`config.mk`:
```
export PLATFORM = sky130hd
export DESIGN_NAME = mod_counter
export DESIGN_NICKNAME = d
export VERILOG_FILES = /design/src/rtl/mod_counter_pkg.sv /design/src/rtl/mod_counter_bin2gray.sv /design/src/rtl/mod_counter.sv
export SDC_FILE = /design/constraint.sdc
export NUM_CORES = 1
export LEC_CHECK = 0
export CAP_MARGIN = 20
export CORE_AREA = 2 2 39 41
export CTS_BUF_LIST = sky130_fd_sc_hd__clkbuf_8 sky130_fd_sc_hd__clkbuf_16
export DETAILED_ROUTE_END_ITERATION = 8
export DIE_AREA = 0 0 41 43
export DONT_BUFFER_PORTS = 1
export PLACE_DENSITY_LB_ADDON = 0.25
export SYNTH_ARGS = -nofsm -noshare
export SYNTH_HDL_FRONTEND = slang
export SYNTH_SLANG_ARGS = --single-unit
```
`constraint.sdc`:
```
create_clock -name clock -period 1.2 [get_ports clock]
set_input_delay 0.06 -clock clock [delete_from_list [all_inputs] [get_ports clock]]
set_output_delay 0.06 -clock clock [all_outputs]
set_load 0.05 [all_outputs]
```
`src/rtl/mod_counter_pkg.sv`:
```
// ============================================================================
// Module      : mod_counter_pkg
// Description : Shared limits and direction constants for the modulo counter.
// Revision    : 1.0 - initial release
// ============================================================================
`default_nettype none

package mod_counter_pkg;

   // Parameter legality limits
   localparam int MAX_WIDTH   = 16;
   localparam int MIN_MODULUS = 2;

   // Direction encoding of the up input
   localparam logic DIR_DOWN = 1'b0;
   localparam logic DIR_UP   = 1'b1;

endpackage : mod_counter_pkg

`default_nettype wire

```
`src/rtl/mod_counter_bin2gray.sv`:
```
// ============================================================================
// Module      : bin2gray
// Description : Pure combinational WIDTH-bit binary to reflected Gray encoder.
// Revision    : 1.0 - initial release
// ============================================================================
`default_nettype none

module bin2gray
   import mod_counter_pkg::*;
#(
   parameter int WIDTH = 3
) (
   input  logic [WIDTH-1:0] bin,
   output logic [WIDTH-1:0] gray
);

   // Each Gray bit is the XOR of adjacent binary bits
   assign gray = bin ^ (bin >> 1);

endmodule : bin2gray

`default_nettype wire

```
`src/rtl/mod_counter.sv`:
```
// ============================================================================
// Module      : mod_counter
// Description : Synchronous up/down modulo counter with enable, clamped
//               parallel load, combinational terminal count and a registered
//               wrap pulse. Defining MOD_COUNTER_GRAY_EN adds a registered
//               Gray-coded copy of the count (count_gray).
// Revision    : 1.0 - initial release
// ============================================================================
`default_nettype none

module mod_counter
   import mod_counter_pkg::*;
#(
   parameter int WIDTH   = 3,
   parameter int MODULUS = 8
) (
   input  logic             clock,
   input  logic             reset_n,
   input  logic             enable,
   input  logic             up,
   input  logic             load,
   input  logic [WIDTH-1:0] load_value,
   output logic [WIDTH-1:0] count,
   output logic             terminal,
   output logic             wrap
`ifdef MOD_COUNTER_GRAY_EN
   ,
   output logic [WIDTH-1:0] count_gray
`endif
);

   // Reject illegal configurations at elaboration time
   if (WIDTH < 1 || WIDTH > MAX_WIDTH) begin : g_bad_width
      $error("mod_counter: WIDTH=%0d outside 1..%0d", WIDTH, MAX_WIDTH);
   end
   if (MODULUS < MIN_MODULUS || MODULUS > (1 << WIDTH)) begin : g_bad_modulus
      $error("mod_counter: MODULUS=%0d outside %0d..2^WIDTH", MODULUS, MIN_MODULUS);
   end

   // Highest count value; for MODULUS == 2^WIDTH this is all ones, so the
   // explicit compare and natural overflow agree.
   localparam logic [WIDTH-1:0] c_max_count = WIDTH'(MODULUS - 1);
   // Modulus held one bit wider so 2^WIDTH is representable for the clamp
   localparam logic [WIDTH:0]   c_modulus_ext = (WIDTH+1)'(MODULUS);
   localparam logic [WIDTH-1:0] c_one = WIDTH'(1);

   logic [WIDTH-1:0] count_q;
   logic [WIDTH-1:0] count_d;
   logic             wrap_q;
   logic             wrap_d;
   logic             at_max;
   logic             at_zero;
   logic             load_in_range;
   logic             terminal_w;

   // Next-count selection: load (clamped) beats enable, otherwise hold
   always_comb begin
      at_max        = (count_q == c_max_count);
      at_zero       = (count_q == '0);
      load_in_range = ({1'b0, load_value} < c_modulus_ext);
      terminal_w    = enable & ~load &
                      (((up == DIR_UP) & at_max) | ((up == DIR_DOWN) & at_zero));
      wrap_d        = terminal_w;
      count_d       = count_q;
      if (load) begin
         count_d = load_in_range ? load_value : c_max_count;
      end else if (enable) begin
         if (up == DIR_UP) begin
            count_d = at_max ? '0 : (count_q + c_one);
         end else begin
            count_d = at_zero ? c_max_count : (count_q - c_one);
         end
      end
   end

   // Count register and wrap flag; reset aborts any pending wrap
   always_ff @(posedge clock or negedge reset_n) begin
      if (!reset_n) begin
         count_q <= '0;
         wrap_q  <= 1'b0;
      end else begin
         count_q <= count_d;
         wrap_q  <= wrap_d;
      end
   end

   assign count    = count_q;
   assign terminal = terminal_w;
   assign wrap     = wrap_q;

`ifdef MOD_COUNTER_GRAY_EN
   logic [WIDTH-1:0] count_gray_q;
   logic [WIDTH-1:0] count_gray_d;

   // Encode the next count so the Gray register updates on the same edge
   bin2gray #(
      .WIDTH (WIDTH)
   ) u_bin2gray (
      .bin  (count_d),
      .gray (count_gray_d)
   );

   // Gray register, aligned with count_q
   always_ff @(posedge clock or negedge reset_n) begin
      if (!reset_n) begin
         count_gray_q <= '0;
      end else begin
         count_gray_q <= count_gray_d;
      end
   end

   assign count_gray = count_gray_q;
`endif

endmodule : mod_counter

`default_nettype wire

```
==> results.txt <==
Status - complete, but fails checks
Failing checks - setup timing
Area growth syn-to-layout - 95.7%
Post-synth top area cell - dfrtp_1
Relative slew slack - 70.8%
Endpoints failing setup - 5
Critical path, cell by cell - inv_2 > ha_4 > or3b_4 > a21boi_4 > buf_12
Drt wl/cell - 11.4 µm
Max stage delay on crit path - 0.40 ns
Post-synthesis compound-gate area fraction - 21.0%
R2r startpoint - count[0]
Synthesized area per cell - 9.11 µm²
Crit-path max FO - 2
R2R Setup Slk - -0.20 ns
CP arrival - 1.55 ns
Start point of the critical path - count[0]
Total clock sinks - 4
Crit Reg-Reg Endpoint - count[2]
GRT overflow - 0
Synth Area in XOR/XNOR - 0%
CTS tree - built
Synth area leaders - dfrtp_1 (34%), ha_1 (17%), nand2_1 (6.4%)
Layout fillers - 138
Final Hold Viols - 0
Synth Instances - 32
Top cell type's share of synthesized area - 34.3%
Synth Register Bits - 4
Fin crit share - 134%
Clock Latency Late Sink - 0.21 ns
Pre-antenna DRT Iters - 4
# DRC - 0
Final wirelength - 790 µm
Met1 Resource Use GR - 13.9%
CP Launch Type - flop
Initial Utilization - 21.1%
Tot GR Track Use - 11.9%
Mapped Nets - 44
Fin Setup TNS - -1.13 ns
Htree depth - 1
Yosys warns - 0
Adder-cell share of the synthesized area - 17.2%
Die Ht - 43 µm
Crit path max-delay cell type - dfrtp_2
Hold Path Class - primary input to flop
Vias per inst - 4.65
Die footprint - 1760 µm²
Vias after detailed routing - 321
Yosys cell types - 17
Clock Skews - 0.00263 ns
Most frequent cells in the layout - buf_4 (13), nand2_1 (4), dlygate4sd3_1 (4), clkbuf_8 (3)
Root Driver - clkbuf_8
Largest net degree at the start of global routing - 6
Worst Tran Pin Value - 0.438 ns
Final worst setup slack - -0.409 ns
Crit path required time - 1.14 ns
Max Cap Viol - 0
M2 GR Usage - 16.6%
Vias in the first global route - 353
DP HPWL - 557 µm
Worst setup path end - terminal
Final Max Slew Viols - 0
Pwr Total - 0.723 mW
DIE WIDTH - 41 µm
Port Buffers - 0
Multiplexer area fraction after synthesis - 0%
Pre-CTS setup slack - -0.228 ns
Worst reg-to-reg path cell count - 6
Post-Synth Simple-Gate Area - 23.6%
Row count - 14
Antenna Nets Post-Route - 0
P_leak - 0.245 nW
Core area - 1380 µm²
Fin Hold WS - 0.00641 ns
Largest family of logic cells by synthesized area - simple AND/OR/NAND/NOR gates
Commonest non-fill, non-tap cell in the layout - buf_4
Kind of critical path - flop to output port
# nets final - 67
Maximum root-to-sink buffer count - 2
Num CTS Buffers - 3
Clk slew on worst S/H paths - 0.03 ns
Initial drt markers - 4
Peak supply drop - 0.000576 V
Nature of the critical path endpoint - output port
Global route hottest layer - met2
First-pass GRT wire length - 1.40 mm
Achievable Freq - 622 MHz
GR Util met3 - 7.33%
I/O pins - 13
# diodes - 0
Cell Pwr Density - 1270 nW/µm²
Seq/Total Area, Yosys - 34.3%
Initial antenna violation count - 0
Synth Cell Area - 292 µm²
Crit path time final - 1.61 ns
Share of cells above drive strength 1 - 58.5%
Final Wtd Congestion - 0.785
RSZ-0062 raised after global routing - yes
-- stage by stage --
step / instances / utilization (%) / instance area [µm²]
final: 69 / 41.2 / 571
after global routing: 69 / 41.2 / 571
after CTS: 68 / 40.1 / 556
after detailed placement: 56 / 29.8 / 413
after global placement: 56 / 29.8 / 413
after floorplan: 32 / - / 320
-- synth_stat cells, drive strengths merged --
cell type  count
nand2          5
dfrtp          4
ha             4
inv            3
a21oi          2
nor2b          2
o21ai          2
a21boi         1
a31o           1
and2b          1
nand2b         1
nor3b          1
o221ai         1
o311ai         1
o31ai          1
or3            1
or3b           1
-- critical path: cells and delay by family, from the launching register on --
kind	cells	cell delay (ns)
AO/OA/AOI/OAI	1	0.18
adder cells (fa/ha/maj)	1	0.12
AND/OR/NAND/NOR	1	0.39
buffers and inverters	2	0.23
flip-flops	1	0.40
-- area by class of cell --
class,count,area [µm²],share of cell area (%)
multi-input combinational,25,235,41.2
timing repair buffer,18,158,27.6
sequential,4,103,18.0
clock buffer,3,41.3,7.24
tap,16,20.0,3.51
inverter,3,13.8,2.41
-- logic make-up after synthesis --
family          after synthesis
compound gates                9
flops                         4
buf+inv                       3
simple gates                 12
fa+ha+maj                     4
-- per-layer routing --
layer	share of wire [%]	vias up
li1	-	159
met1	43	142
met2	48	18
met3	7.1	2
met4	2.7	0
met5	0	-
-- how the worst min path moves through the flow --
| stage | cells after the start | startpoint | end | slack, ns |
|---|---|---|---|---|
| 6_report | 2 | load_value[2] | count[2] | 0.006 |
| 5_1_grt | 2 | load_value[2] | count[2] | 0.03 |
| 4_1_cts | 2 | load_value[2] | count[2] | 0.0004 |
| 3_5_place_dp | 0 | reset_n | count[0] | -0.24 |
| 3_3_place_gp | 0 | reset_n | wrap | -0.24 |
| 2_1_floorplan | 0 | reset_n | count[0] | -0.24 |
-- where the power goes --
part	leakage, nW	internal [mW]	switching (mW)
logic	0.175	0.140	0.139
clock network	0.0216	0.213	0.0611
registers	0.0477	0.151	0.0181
-- repair_timing --
action / 4_1_cts / 5_1_grt
gates resized for setup: 6 / 2
setup buffers: 5 / 3
hold buffers: 4 / 0
endpoints found under the hold margin: 6 / 0
pin swaps: 6 / 6
setup endpoints to repair: 5 / 5
-- state kept, by name, indices dropped and copies added (netlist names) --
register,count
count,3
wrap,1
(Power assumes the default switching activity.)
